--- src/rtl/start_ctrl_pkg.sv ---
// start_ctrl_pkg: shared state encoding and default parameters for the start controller.
package start_ctrl_pkg;
    localparam int DEBOUNCE_CYCLES_DEF = 4;
    localparam int TIMEOUT_CYCLES_DEF  = 1024;
    localparam int CNT_W_DEF           = 8;
    typedef logic [2:0] state_t;
    localparam logic [2:0] S_IDLE  = 3'd0;
    localparam logic [2:0] S_START = 3'd1;
    localparam logic [2:0] S_RUN   = 3'd2;
    localparam logic [2:0] S_DONE  = 3'd3;
    localparam logic [2:0] S_ERR   = 3'd4;
endpackage

--- src/rtl/debouncer.sv ---
// debouncer: 2-flop synchronizer plus stability counter; rise marks a debounced 0->1 edge.
module debouncer
    import start_ctrl_pkg::*;
#(
    parameter int CYCLES = DEBOUNCE_CYCLES_DEF
) (
    input  logic clk,
    input  logic reset,
    input  logic din,
    output logic dout,
    output logic rise
);
    localparam int CW = $clog2(CYCLES + 1);
    logic [1:0]    sync;
    logic [1:0]    fill;
    logic [CW-1:0] cnt;
    logic          dout_q;
    logic          armed;
    // A level already high when reset releases must be seen low once before it can count as a press
    always_ff @(posedge clk or negedge reset) begin
        if (!reset) begin
            sync   <= '0;
            fill   <= '0;
            cnt    <= '0;
            dout   <= 1'b0;
            dout_q <= 1'b0;
            rise   <= 1'b0;
            armed  <= 1'b0;
        end else begin
            sync   <= {sync[0], din};
            fill   <= {fill[0], 1'b1};
            armed  <= armed | (fill[1] & ~sync[1]);
            dout_q <= dout;
            rise   <= dout & ~dout_q & armed;
            if (sync[1] == dout)
                cnt <= '0;
            else if (cnt == CW'(CYCLES - 1)) begin
                dout <= sync[1];
                cnt  <= '0;
            end else
                cnt <= cnt + 1'b1;
        end
    end
endmodule

--- src/rtl/start_ctrl.sv ---
// start_ctrl: push-button start sequencer with run watchdog and completed-run counter.
module start_ctrl
    import start_ctrl_pkg::*;
#(
    parameter int DEBOUNCE_CYCLES = DEBOUNCE_CYCLES_DEF,
    parameter int TIMEOUT_CYCLES  = TIMEOUT_CYCLES_DEF,
    parameter int CNT_W           = CNT_W_DEF
) (
    input  logic             clk,
    input  logic             reset,
    input  logic             switch,
    input  logic             all_done,
    output logic             start,
    output logic             busy,
    output logic             done_flag,
    output logic             timeout,
    output logic [CNT_W-1:0] run_count
);
    localparam int WW = $clog2(TIMEOUT_CYCLES + 1);
    logic [1:0]    rst_sync;
    logic          rst_n;
    logic          sw_level;
    logic          sw_rise;
    logic          press;
    state_t        state;
    logic [WW-1:0] wd;
    // Asserts immediately with reset, releases two clocks later
    always_ff @(posedge clk or negedge reset) begin
        if (!reset)
            rst_sync <= '0;
        else
            rst_sync <= {rst_sync[0], 1'b1};
    end
    assign rst_n = rst_sync[1];
    debouncer #(.CYCLES(DEBOUNCE_CYCLES)) u_debouncer (
        .clk  (clk),
        .reset(rst_n),
        .din  (switch),
        .dout (sw_level),
        .rise (sw_rise)
    );
    assign press = sw_rise & sw_level;
    always_ff @(posedge clk or negedge rst_n) begin
        if (!rst_n) begin
            state     <= S_IDLE;
            wd        <= '0;
            done_flag <= 1'b0;
            timeout   <= 1'b0;
            run_count <= '0;
        end else begin
            case (state)
                S_IDLE, S_DONE:
                    if (press) begin
                        state     <= S_START;
                        done_flag <= 1'b0;
                        timeout   <= 1'b0;
                    end
                S_START: begin
                    state <= S_RUN;
                    wd    <= '0;
                end
                // Completion takes priority over a watchdog expiry in the same cycle
                S_RUN:
                    if (all_done) begin
                        state     <= S_DONE;
                        done_flag <= 1'b1;
                        run_count <= run_count + 1'b1;
                    end else if (wd == WW'(TIMEOUT_CYCLES - 1)) begin
                        state   <= S_ERR;
                        timeout <= 1'b1;
                    end else
                        wd <= wd + 1'b1;
                S_ERR:
                    if (press) begin
                        state   <= S_IDLE;
                        timeout <= 1'b0;
                    end
                default: state <= S_IDLE;
            endcase
        end
    end
    assign start = (state == S_START);
    assign busy  = (state == S_START) || (state == S_RUN);
endmodule
--- config.mk ---
export PLATFORM = sky130hd
export DESIGN_NAME = start_ctrl
export DESIGN_NICKNAME = d
export VERILOG_FILES = /design/src/rtl/start_ctrl_pkg.sv /design/src/rtl/debouncer.sv /design/src/rtl/start_ctrl.sv
export SDC_FILE = /design/constraint.sdc
export NUM_CORES = 1
export LEC_CHECK = 0
export ABC_AREA = 0
export ABC_CLOCK_PERIOD_IN_PS = 2200
export CAP_MARGIN = 20
export CORE_ASPECT_RATIO = 0.6
export CORE_MARGIN = 1
export CORE_UTILIZATION = 45
export DETAILED_ROUTE_END_ITERATION = 12
export GPL_TIMING_DRIVEN = 0
export PLACE_DENSITY_LB_ADDON = 0.1
export SLEW_MARGIN = 20
export SYNTH_ARGS = -nofsm -noshare
export SYNTH_HDL_FRONTEND = slang
export SYNTH_SLANG_ARGS = --single-unit
--- constraint.sdc ---
create_clock -name clk -period 2.2 [get_ports clk]
set_clock_uncertainty 0.05 [all_clocks]
set_input_delay 0.22 -clock clk [delete_from_list [all_inputs] [get_ports clk]]
set_output_delay 0.22 -clock clk [all_outputs]
set_load 0.05 [all_outputs]
Word level (Yosys, flattened, before mapping)
Cells that the tools add are included.
W data, S select, Z words.

storage, ports and cells
  bits in registers = 37
  bits of input ports = 4
  output and inout bits = 12
  logic and storage cells = 68

cells by class
  add/subtract/negate cells = 3
  equality and inequality tests = 15
  multiplexer cells = 16
  bitwise operators = 8
  reductions and logical operators = 13

operator list
  cell                     count
  $mux W11                 2
  $pmux W11 S2             1
  $mux W3                  6
  $ne A2 B2 Y1 const B     6
  $pmux W3 S4              1
  $add A11 B1 Y11 const B  1
  $eq A11 B10 Y1 const B   1
  $eq A3 B2 Y1 const B     3
  $reduce_and A3 Y1        3
  $add A8 B1 Y8 const B    1
  $reduce_bool A2 Y1       3
  $and A1 B1 Y1            4
  $mux W1                  4
  $pmux W1 S2              2
  $reduce_and A2 Y1        2
  $reduce_and A4 Y1        1
  $add A3 B1 Y3 const B    1
  $eq A3 B1 Y1 const B     1
  $eq A3 B3 Y1 const B     1
  $logic_not A3 Y1         1
  $ne A3 B3 Y1 const B     1
  $not A1 Y1               3
  $reduce_or A3 Y1         1
  $ne A2 B1 Y1 const B     1
  4 further kinds          4

Longest topological paths before layout
Gate-level depths: netlist of the first run.

  depth after elaboration = 4
  gate-level depth with buffers = 6
  mapped depth without buffers = 5

Cells and area by module
From an unflattened synthesis of the first run, not the netlist that was laid out.

second synthesis, totals
  cell total of the unflattened synthesis = 156
  area, all modules = 1694.1 sq um

modules (own cells, without submodules)
  module      times used  cells each  area an instance (sq um)
  start_ctrl  1           133         1325.0
  debouncer   1           23          369.1

Worst setup path before layout of the first run
Ideal clock, no wire load.

  path type = reg-to-reg
  start = register state[2]
  end = register wd[4]
  arrival = 1696 ps
  data required time = 2067 ps
  slack = 371 ps
  cell stages (with the launch flop) = 5
  cells stage by stage = dfrtp_1 or4b_4 or2_4 or3_1 a21oi_1

on the way
  word-level cells in the longest chain between the ends = 3
  elaborated cells between the ends (all ways) = 7
  those cells by class = eq/ne (4); mux (1); reduce/logical (2)

RTL lines
  item                                                          line              text
  from (decl)                                                   start_ctrl.sv:25  state_t state;
  from (signal assigned)                                        start_ctrl.sv:45  state <= S_IDLE;
  from (signal assigned)                                        start_ctrl.sv:54  state <= S_START;
  from (signal assigned)                                        start_ctrl.sv:59  state <= S_RUN;
  $eq A3 B2 Y1 or $eq A3 B1 Y1 (tied branches)                  start_ctrl.sv:51  case (state)
  $ne A2 B2 Y1 (no line) or $reduce_bool A2 Y1 (tied branches)  n/a
  $reduce_and A3 Y1 (no line)                                   n/a
  to (signal assigned)                                          start_ctrl.sv:72  wd <= wd + 1'b1;
  to (decl)                                                     start_ctrl.sv:26  logic [WW-1:0] wd;

Several ways; a longest one is shown, not always the timed one.
A chain may end at the register's enable or synchronous reset.

Worst setup path after layout of the first run
  start = register state[0]
  end = register wd[9]

The elaborated chain is that of the path after synthesis.

==> summary.txt, run 1 <==
Run status
  • Status: complete, no violations

Floorplan
  • Die area: 0.00386 mm2
  • Top Ports: 16
  • Die extent in x: 79.5 um
  • Starting Density: 48.5%
  • Core area: 0.00334 mm2
  • Chip height: 48.5 um
  • Row count: 16

GRT
  • Wire length of the first global-routing pass: 5420 um
  • GR Util met3: 5.85%
  • Vias in the first global route: 1,110
  • All-layer global routing usage: 19.3%
  • GR Layer Usage met1: 28.4%
  • GR peak layer: met1
  • M2 GR Usage: 25.5%
  • Initial antenna violation count: 0
  • Global route overflow: 0
  • Largest net degree at the start of global routing: 36

Layout
  • Post-layout instance area: 0.00198 mm2
  • Area delta synth->final: 21.7%
  • Final non-filler cell total: 214
  • # diodes: 0
  • Fin util: 59.1%
  • Ratio of cells with drive above 1 in the final layout: 13.0%
  • Final net count: 175

Job
  • Maxcap violations: 0

STA
  • Slew headroom: 49.1%
  • Tmin final: 2.07 ns
  • Slew @ Worst Pin: 0.763 ns
  • RSZ-0062 raised after global routing: no
  • Slew Viols, Final: 0
  • Max Freq: 483 MHz
  • Smallest hold slack: 0.0295 ns
  • Setup violations, final: 0
  • Setup TNS: 0 ns
  • Period utilisation layout: 94.0%
  • Final hold vios: 0

Logic synthesis
  • Mapped cell area: 0.00162 mm2
  • Ys Warns: 0
  • Adder-cell share of the synthesized area: 2.31%
  • Seq/Total Area, Yosys: 57.1%
  • Synth unique cells: 38
  • Share of the synthesized area in the top cell type: 57.1%
  • Post-synthesis mux area share: 1.39%
  • Synth Area in Compound Gates: 12.8%
  • Synth Register Bits: 37
  • Top cells by area, synth: dfrtp_1 (57%), nand3_1 (4.6%), xnor2_1 (3.8%)
  • Synth Instances: 145
  • Largest family of logic cells by synthesized area: simple AND/OR/NAND/NOR gates
  • Simple-gate share of the synthesized area: 19.0%
  • Syn Area/Cell: 11.2 um2
  • Leading area contributor after synthesis: dfrtp_1
  • XOR/XNOR share of the synthesized area: 4.32%

Route
  • Antenna Nets Post-Route: 0
  • Wire per inst: 14.9 um
  • Residual DRC: 0
  • Via/cell ratio: 5.59
  • WL final: 3190 um
  • TritonRoute pass-1 iters: 4
  • Via count: 1,196
  • Initial DRC Count: 69

Worst setup path
  • Worst Path Arrival: 2.19 ns
  • Reg2reg end: wd[9]
  • Kind of critical path: flip-flop to flip-flop
  • Reg2Reg Depth: 6
  • Max incr delay on CP: 0.45 ns
  • Kind of end point of the critical path: flip-flop
  • WP data required: 2.32 ns
  • Crit start category: flip-flop
  • CP Buf/Inv Count: 2
  • Flop2flop setup slack: 0.13 ns
  • Worst r2r src: state[0]
  • Crit-path leading delay family: compound AO/OA/AOI/OAI gates
  • Crit path depth: 6
  • Critical Path, Cell by Cell: buf_2 > nor4b_4 > o31ai_1 > clkbuf_1 > o31ai_1 > a21oi_1
  • Critical path endpoint: wd[9]
  • Crit path launch: state[0]
  • Worst-path fanout max: 10
  • Worst path most repeated cell: o31ai_1
  • Slowest stage cell on the critical path: nor4b_4

CTS
  • CTS root buf: clkbuf_8
  • Num CTS Buffers: 5
  • H-tree levels: 2
  • TritonCTS clock tree: yes
  • Clock-pin transition on the worst setup and hold timing paths: 0.07 ns
  • Postcts setup bufs: 0
  • Sink Count: 37
  • Max Root-Sink Buffers: 2
  • Hold Buf Count CTS: 0
  • Clk Latency, worst-skew pair: 0.29 ns

Placed design
  • Placed Instances: 206
  • Area after DPL: 0.00183 mm2
  • IO buf count: 15
  • DPL Wire Length: 2190 um
  • RD Place Congestion: 0.831

Pwr
  • Leakage: 0.000847 uW
  • PD cells: 1320 mW/mm2
  • Maximum vdd ir drop: 925 uV

Worst hold path
  • Tightest Hold Check Type: input port to asynchronous set/reset pin
## sequential cells by signal, summed over array words and instances, names as in the netlist
register and count:
u_debouncer.rise 1, state 3, u_debouncer.armed 1, u_debouncer.dout_q 1
u_debouncer.fill 2, u_debouncer.dout 1, done_flag 1, u_debouncer.sync 2
wd 11, timeout 1, rst_sync 2, u_debouncer.cnt 3
run_count 8
## stage by stage
stage / total power [uW] / setup WS (ns)
finish: 2610 / 0.131
global placement: 1890 / -0.0481
global route: 2760 / 0.00950
detailed placement: 1920 / -0.0560
CTS: 2630 / 0.0355
floorplan: 1640 / 0.371
## logic make-up after synthesis
| group | Yosys count |
|---|---|
| adders and majority gates | 3 |
| other | 1 |
| xor gates and xnor gates | 8 |
| muxes | 2 |
| buffers and inverters | 12 |
| DFF | 37 |
| AOI/OAI and AO/OA | 31 |
| and+or+nand+nor | 51 |
## how the worst min path moves through the flow
stage,startpoint,to,slack [ns],cells after the start
floorplan,reset,rst_sync[0],-0.13,0
global placement,u_debouncer.fill[0],u_debouncer.fill[1],0.28,0
detailed placement,rst_sync[0],rst_sync[1],0.29,0
CTS,reset,rst_sync[0],0.02,1
global route,reset,rst_sync[1],0.02,1
finish,reset,rst_sync[0],0.03,1
## placed cells by master, fill, tap and decap left out, types with 2 or more instances in the layout
cell             count
a21oi_1             10
mux2_2               2
o311a_2              2
and3_1               3
xnor2_1              7
inv_1                9
nor3b_1              2
clkdlybuf4s15_2      2
clkbuf_1             2
o31ai_1              3
o21a_1               2
dfrtp_1             36
ha_1                 3
nor2_1               2
nand4_1              4
clkdlybuf4s50_1     13
or4_1                3
conb_1               2
nand2_1             11
clkbuf_8             5
nor3_1               3
bufinv_16            2
nand3_1             14
o21ai_0              6
## cells in the mapped netlist (all sizes together)
cell type	count
xor2	1
and4bb	1
nor2	2
or4b	1
nor4b	1
o21ai	6
a31oi	1
a21bo	1
a21o	1
dfrtp	37
a21oi	10
buf	1
or4	3
or2	1
xnor2	7
o211ai	1
nand3	15
or3b	1
clkbuf	2
nand2	11
nor2b	1
nand4	4
mux2	2
nand4b	1
ha	3
and3	3
inv	9
a32o	1
o221ai	1
nor3	3
o31ai	3
a22o	1
or3	1
o311ai	1
o311a	2
o21a	2
nor3b	2
conb	1
## metal layers
metal / part of all wire, % / vias to the layer above
met5: 0 / -
li1: - / 573
met2: 42 / 32
met3: 6.0 / 8
met1: 50 / 583
met4: 2.2 / 0
## final cells by class
cell class | instances | area, um2
tap | 45 | 56.3
sequential | 37 | 927
timing repair buffer | 15 | 153
clock buffer | 5 | 68.8
inverter | 9 | 33.8
clock inverter | 3 | 65.1
fill | 280 | 1370
buffer | 3 | 12.5
multi-input combinational | 97 | 659
## repair_timing
| action | 4_1_cts | 5_1_grt |
|---|---|---|
| resized for setup | 6 | 1 |
| endpoints found under the setup margin | 2 | 2 |
| pin swaps | 0 | 0 |
## power by group
part           internal (uW)  total (uW)  switching, uW
Sequential               830         991            161
Combinational            339         926            586
Clock                    450         697            247
Power figures use the tool's default switching activity.
==> inputs of run 2 (changes only) <==
--- a/config.mk
+++ b/config.mk
@@ -12,9 +12,8 @@
 export CORE_MARGIN = 1
 export CORE_UTILIZATION = 45
 export DETAILED_ROUTE_END_ITERATION = 12
-export GPL_TIMING_DRIVEN = 0
 export PLACE_DENSITY_LB_ADDON = 0.1
-export SLEW_MARGIN = 20
+export SLEW_MARGIN = 10
 export SYNTH_ARGS = -nofsm -noshare
 export SYNTH_HDL_FRONTEND = slang
 export SYNTH_SLANG_ARGS = --single-unit
==> run 2 against run 1 <==
Net effect: clock-buffer cell count increased by 2; clock power decreased by 13%; critical path depth fell by 2; largest power group is now combinational logic; sequential power fell by 0.9%; largest cell class unchanged; global-route usage is 1.2 points higher.
==> summary.txt, run 2 (synthesis gave the netlist of run 1 again) <==
Layout
  • Most common cell after layout, fill and taps aside: dfrtp_1 (unchanged)
  • Largest registers: wd (11), run_count (8) (unchanged)
  • Fillers: 282 (was 280)
  • Area delta synth->final: 23.5% (was 21.7%)
  • # diodes: 0 (unchanged)
  • Max FFs per register: 11 (unchanged)
  • Final net count: 180 (was 175)
  • Most frequent cells in the layout: dfrtp_1 (37), nand3_1 (15), clkdlybuf4s50_1 (13) (was dfrtp_1 (36), nand3_1 (14), clkdlybuf4s50_1 (13))
  • Final non-filler cell total: 219 (was 214)
  • Ratio of cells with drive above 1 in the final layout: 14.9% (was 13.0%)
  • Top reg by flops: wd (unchanged)

STA
  • Setup violations, final: 0 (unchanged)
  • Period utilisation layout: 84.8% (was 94.0%)
  • Max Freq: 536 MHz (was 483 MHz)
  • Slew Viols, Final: 0 (unchanged)
  • Final hold vios: 0 (unchanged)
  • Tmin final: 1.87 ns (was 2.07 ns)
  • Setup TNS: 0 ns (unchanged)
  • Slew @ Worst Pin: 0.512 ns (was 0.763 ns)
  • Slew headroom: 65.7% (was 49.1%)
  • RSZ-0062 raised after global routing: no (unchanged)

Route
  • TritonRoute pass-1 iters: 4 (unchanged)
  • Wire per inst: 15.5 um (was 14.9 um)
  • Via count: 1,239 (was 1,196)
  • Residual DRC: 0 (unchanged)
  • WL final: 3400 um (was 3190 um)
  • Initial DRC Count: 81 (was 69)
  • Antenna Nets Post-Route: 0 (unchanged)
  • Via/cell ratio: 5.66 (was 5.59)

Placed design
  • IO buf count: 15 (unchanged)
  • DPL Wire Length: 2420 um (was 2190 um)
  • Placed Instances: 211 (was 206)
  • RD Place Congestion: 0.879 (was 0.831)

Pwr
  • Maximum vdd ir drop: 1210 uV (was 925 uV)
  • Pint: 1580 uW (was 1620 uW)
  • Combinational share of power: 38.5% (was 35.4%)
  • Seq pwr share: 38.1% (was 37.9%)
  • Net switching power: 996 uW (was 994 uW)
  • Leakage: 0.000875 uW (was 0.000847 uW)
  • Clock network power share: 23.4% (was 26.7%)
  • Sw Ratio: 38.7% (was 38.0%)
  • PD cells: 1290 mW/mm2 (was 1320 mW/mm2)

Worst setup path
  • WP data required: 2.37 ns (was 2.32 ns)
  • Crit start category: flip-flop (unchanged)
  • Slowest stage cell on the critical path: or3b_1 (was nor4b_4)
  • Kind of end point of the critical path: flip-flop (unchanged)
  • Flop2flop setup slack: 0.33 ns (was 0.13 ns)
  • Kind of critical path: flip-flop to flip-flop (unchanged)
  • Max incr delay on CP: 0.48 ns (was 0.45 ns)
  • Worst Path Arrival: 2.04 ns (was 2.19 ns)
  • Critical Path, Cell by Cell: nand4_1 > or3b_1 > or4_1 > a21oi_1 (was buf_2 > nor4b_4 > o31ai_1 > clkbuf_1 > o31ai_1 > a21oi_1)
  • Worst-path fanout max: 6 (was 10)

GRT
  • GR peak layer: met1 (unchanged)
  • Vias in the first global route: 1,198 (was 1,110)
  • Initial antenna violation count: 0 (unchanged)
  • All-layer global routing usage: 20.5% (was 19.3%)
  • GR Layer Usage met1: 31.5% (was 28.4%)
  • Global route overflow: 0 (unchanged)
  • Largest net degree at the start of global routing: 36 (unchanged)
  • M2 GR Usage: 27.8% (was 25.5%)
  • GR Util met3: 5.85% (unchanged)
  • Wire length of the first global-routing pass: 5910 um (was 5420 um)

Floorplan
  • Die extent in x: 79.5 um (unchanged)
  • Core area: 0.00334 mm2 (unchanged)
  • Top Ports: 16 (unchanged)
  • Row count: 16 (unchanged)
  • Chip height: 48.5 um (unchanged)
  • Die area: 0.00386 mm2 (unchanged)
  • Starting Density: 48.5% (unchanged)

Run status
  • Status: complete, no violations (unchanged)

CTS
  • PostCTS Resize Cnt: 0 (was 6)
  • Hold Buf Count CTS: 0 (unchanged)
  • Sink Count: 37 (unchanged)
  • Num CTS Buffers: 5 (unchanged)
  • H-tree levels: 2 (unchanged)
  • Postcts setup bufs: 0 (unchanged)
  • TritonCTS clock tree: yes (unchanged)
  • Max Root-Sink Buffers: 2 (unchanged)
  • Clk Latency, worst-skew pair: 0.29 ns (about the same)
  • Clock-pin transition on the worst setup and hold timing paths: 0.08 ns (was 0.07 ns)
  • CTS root buf: clkbuf_8 (unchanged)

Worst hold path
  • Tightest Hold Check Type: input port to asynchronous set/reset pin (unchanged)

Job
  • Maxcap violations: 0 (unchanged)
run 2: cell types whose count changed in the layout (fill, tap and decap cells not counted), sizes merged:
| cell | change |
|---|---|
| clkdlybuf4s15 | -2 |
| buf | +9 |
| bufinv | -1 |
| clkinv | -1 |
run 2: final cells by class:
class                   instances  area (um2)  share of cell area (%)
clock inverters                 1        30.0                    1.50
inverters                       9        33.8                    1.69
multi-input cells              97         654                    32.6
flip-flops and latches         37         926                    46.2
well taps                      45        56.3                    2.81
repair buffers                 23         218                    10.9
clock buffers                   7        86.3                    4.31
run 2: critical path: cells and delay by family (launching register included):
family / cells / cell delay, ns
AND/OR/NAND/NOR: 3 / 1.16
AO/OA/AOI/OAI: 1 / 0.15
flip-flops: 1 / 0.45
run 2: per-layer routing:
metal	vias up	share of wire (%)
met5	-	0
met4	0	0.76
met3	5	7.1
met2	43	42
met1	608	50
li1	583	-
run 2: worst paths after layout:
path	start	to	depth (start not counted)
worst min-delay path	reset	rst_sync[0]	1
worst max-delay path	wd[5]	wd[9]	4
max in group asynchronous	rst_sync[1]	wd[6]	1
worst max register to register	wd[5]	wd[9]	4
min in group clk	u_debouncer.sync[0]	u_debouncer.sync[1]	0
worst min register to register	rst_sync[1]	state[2]	1
run 2: through the flow:
| step | cell area (um2) | hold WS (ns) | worst slack, ns | power, uW | util, % |
|---|---|---|---|---|---|
| global route | 2000 | 0.0375 | 0.160 | 2720 | 60.0 |
| CTS | 2000 | 0.0332 | 0.337 | 2600 | 60.0 |
| floorplan | 1630 | -0.126 | 0.371 | 1640 | - |
| detailed placement | 1890 | 0.244 | 0.163 | 1980 | 56.5 |
| global placement | 1890 | 0.235 | 0.162 | 1950 | 56.5 |
| finish | 2000 | 0.0424 | 0.334 | 2580 | 60.0 |
run 2: power groups by stage:
stage / combinational, uW / clock, uW / sequential (uW)
finish: 993 / 603 / 982
global route: 1070 / 651 / 1000
CTS: 1000 / 618 / 982
detailed placement: 991 / 0 / 990
global placement: 968 / 0 / 978
floorplan: 480 / 0 / 1160
==> inputs of run 3 (changes only) <==
--- a/config.mk
+++ b/config.mk
@@ -6,7 +6,7 @@
 export NUM_CORES = 1
 export LEC_CHECK = 0
 export ABC_AREA = 0
-export ABC_CLOCK_PERIOD_IN_PS = 2200
+export ABC_CLOCK_PERIOD_IN_PS = 1860
 export CAP_MARGIN = 20
 export CORE_ASPECT_RATIO = 0.6
 export CORE_MARGIN = 1
==> constraint.sdc (replaced) <==
create_clock -name clk -period 1.86 [get_ports clk]
set_clock_uncertainty 0.05 [all_clocks]
set_input_delay 0.186 -clock clk [delete_from_list [all_inputs] [get_ports clk]]
set_output_delay 0.186 -clock clk [all_outputs]
set_load 0.05 [all_outputs]
==> run 3 against run 2 <==
Net effect: sequential power grew 16%; non-clock buffer count grew 18; critical path type unchanged; clock-buffer cell count shrank 1; via count grew 3.6%; register-to-register slack lost 0.28 ns.
==> summary.txt, run 3 (synthesis gave the netlist of run 1 again) <==
Job
  • Maxcap violations: 0 (unchanged)

Route
  • Antenna Nets Post-Route: 0 (unchanged)
  • Via count: 1,283 (was 1,239)
  • Wire per inst: 14.9 um (was 15.5 um)
  • Via/cell ratio: 5.41 (was 5.66)
  • WL final: 3540 um (was 3400 um)
  • Residual DRC: 0 (unchanged)
  • Initial DRC Count: 138 (was 81)
  • TritonRoute pass-1 iters: 4 (unchanged)

Layout
  • Final non-filler cell total: 237 (was 219)
  • Area delta synth->final: 35.1% (was 23.5%)
  • Most common cell after layout, fill and taps aside: dfrtp_1 (unchanged)
  • Fillers: 254 (was 282)
  • # diodes: 0 (unchanged)
  • Max FFs per register: 11 (unchanged)
  • Most frequent cells in the layout: dfrtp_1 (36), buf_4 (25), nand3_1 (15) (was dfrtp_1 (37), nand3_1 (15), clkdlybuf4s50_1 (13))
  • Final net count: 198 (was 180)
  • Top reg by flops: wd (unchanged)
  • Largest registers: wd (11), run_count (8) (unchanged)
  • Ratio of cells with drive above 1 in the final layout: 26.6% (was 14.9%)

Pwr
  • Overall Power: 3220 uW (was 2580 uW)
  • PD cells: 1470 mW/mm2 (was 1290 mW/mm2)
  • Leakage: 0.000971 uW (was 0.000875 uW)
  • Maximum vdd ir drop: 1080 uV (was 1210 uV)

GRT
  • Largest net degree at the start of global routing: 36 (unchanged)
  • Initial antenna violation count: 0 (unchanged)
  • Global route overflow: 0 (unchanged)
  • Wire length of the first global-routing pass: 5850 um (was 5910 um)
  • All-layer global routing usage: 20.5% (about the same)
  • Vias in the first global route: 1,211 (was 1,198)

STA
  • Slew headroom: 65.7% (about the same)
  • Setup violations, final: 0 (unchanged)
  • Slew @ Worst Pin: 0.513 ns (was 0.512 ns)
  • Final hold vios: 0 (unchanged)
  • Setup TNS: 0 ns (unchanged)
  • Max Freq: 553 MHz (was 536 MHz)
  • Slew Viols, Final: 0 (unchanged)
  • Tmin final: 1.81 ns (was 1.87 ns)
  • Period utilisation layout: 97.3% (was 84.8%)

Floorplan
  • Row count: 16 (unchanged)
  • Chip height: 48.5 um (unchanged)
  • Core area: 0.00334 mm2 (unchanged)
  • Starting Density: 48.5% (unchanged)
  • Die area: 0.00386 mm2 (unchanged)
  • Top Ports: 16 (unchanged)
  • Die extent in x: 79.5 um (unchanged)

CTS
  • H-tree levels: 2 (unchanged)
  • Num CTS Buffers: 5 (unchanged)
  • Clk Latency, worst-skew pair: 0.29 ns (about the same)
  • Max Root-Sink Buffers: 2 (unchanged)
  • Sink Count: 37 (unchanged)
  • CTS root buf: clkbuf_8 (unchanged)
  • TritonCTS clock tree: yes (unchanged)
  • Clock-pin transition on the worst setup and hold timing paths: 0.07 ns (was 0.08 ns)

Worst setup path
  • Crit start category: flip-flop (unchanged)
  • Worst Path Arrival: 1.98 ns (was 2.04 ns)
  • WP data required: 2.03 ns (was 2.37 ns)
  • CP Buf/Inv Count: 0 (unchanged)
  • Kind of end point of the critical path: flip-flop (unchanged)
  • Crit-path leading delay family: simple AND/OR/NAND/NOR gates (unchanged)
  • Kind of critical path: flip-flop to flip-flop (unchanged)
  • Worst-path fanout max: 5 (was 6)
  • Slowest stage cell on the critical path: or4b_4 (was or3b_1)
  • Max incr delay on CP: 0.56 ns (was 0.48 ns)
  • Critical Path, Cell by Cell: or4b_4 > or2_4 > or3_1 > a21oi_2 (was nand4_1 > or3b_1 > or4_1 > a21oi_1)

Placed design
  • IO buf count: 15 (unchanged)
  • DPL Wire Length: 2580 um (was 2420 um)
  • RD Place Congestion: 0.849 (was 0.879)
  • Placed Instances: 222 (was 211)

Worst hold path
  • Tightest Hold Check Type: flip-flop to asynchronous set/reset pin (was input port to asynchronous set/reset pin)

Run status
  • Status: complete, no violations (unchanged)
==> run 3: changes by cell type in the layout (fill, tap and decap cells not counted), moves of 2 or more <==
cell	change
o31ai_1	-2
buf_4	+16
a21oi_1	-2
a21oi_2	+2
==> run 3: area by class of cell <==
cell class | instances | area, um2 | area share, %
multi-input cells | 97 | 687 | 31.3
inverters | 9 | 33.8 | 1.54
repair buffers | 41 | 368 | 16.8
clock buffers | 6 | 82.6 | 3.77
clock inverters | 2 | 37.5 | 1.71
well taps | 45 | 56.3 | 2.57
flip-flops and latches | 37 | 927 | 42.3
==> run 3: metal layers <==
layer | global-route usage [%] | share of wire, % | wire [um] | vias to the layer above
met3 | 5.28 | 6.4 | 225 | 9
met2 | 25.8 | 39 | 1400 | 43
met5 | 0 | 0 | 0 | -
met1 | 32.9 | 52 | 1850 | 612
li1 | - | - | - | 619
met4 | 8.18 | 1.8 | 63 | 0
==> run 3: worst paths after layout <==
path	startpoint	to	depth (start not counted)	slack (ns)
max	state[2]	wd[4]	4	0.05
min	rst_sync[1]	run_count[6]	1	0.23
max reg2reg	state[2]	wd[4]	4	0.05
min reg2reg	rst_sync[1]	run_count[6]	1	0.23
max in group asynchronous	reset	rst_sync[0]	2	1.09
min in group clk	switch	u_debouncer.sync[0]	1	0.29
==> run 3: what timing repair did <==
action,CTS,global route
endpoints found under the setup margin,0,7
resized for setup,0,8
hold buffers,1,0
setup buffers,0,6
hold endpoints to repair,2,0
==> run 3: worst register-to-register path: cells and delay by family (launching register included) <==
kind | cells | cell delay [ns]
AOI/OAI and AO/OA | 1 | 0.14
DFF | 1 | 0.40
and+or+nand+nor | 3 | 1.15
==> run 3: per-stage QoR <==
stage / cell area (um2) / util, % / worst slack, ns / hold slack, ns
3_3_place_gp: 1980 / 59.3 / -0.121 / 0.231
6_report: 2190 / 65.6 / 0.0504 / 0.227
5_1_grt: 2190 / 65.6 / -0.000451 / 0.300
4_1_cts: 2110 / 63.2 / 0.0302 / 0.236
3_5_place_dp: 1980 / 59.3 / -0.154 / 0.236
2_1_floorplan: 1630 / - / 0.0305 / -0.160
==> run 3: report_power, final <==
part / internal, uW / total [uW] / switching, uW / leakage (uW)
registers: 982 / 1140 / 156 / 0.000468
logic: 578 / 1360 / 783 / 0.000445
clock network: 436 / 719 / 283 / 0.0000574
total: 2000 / 3220 / 1220 / 0.000971
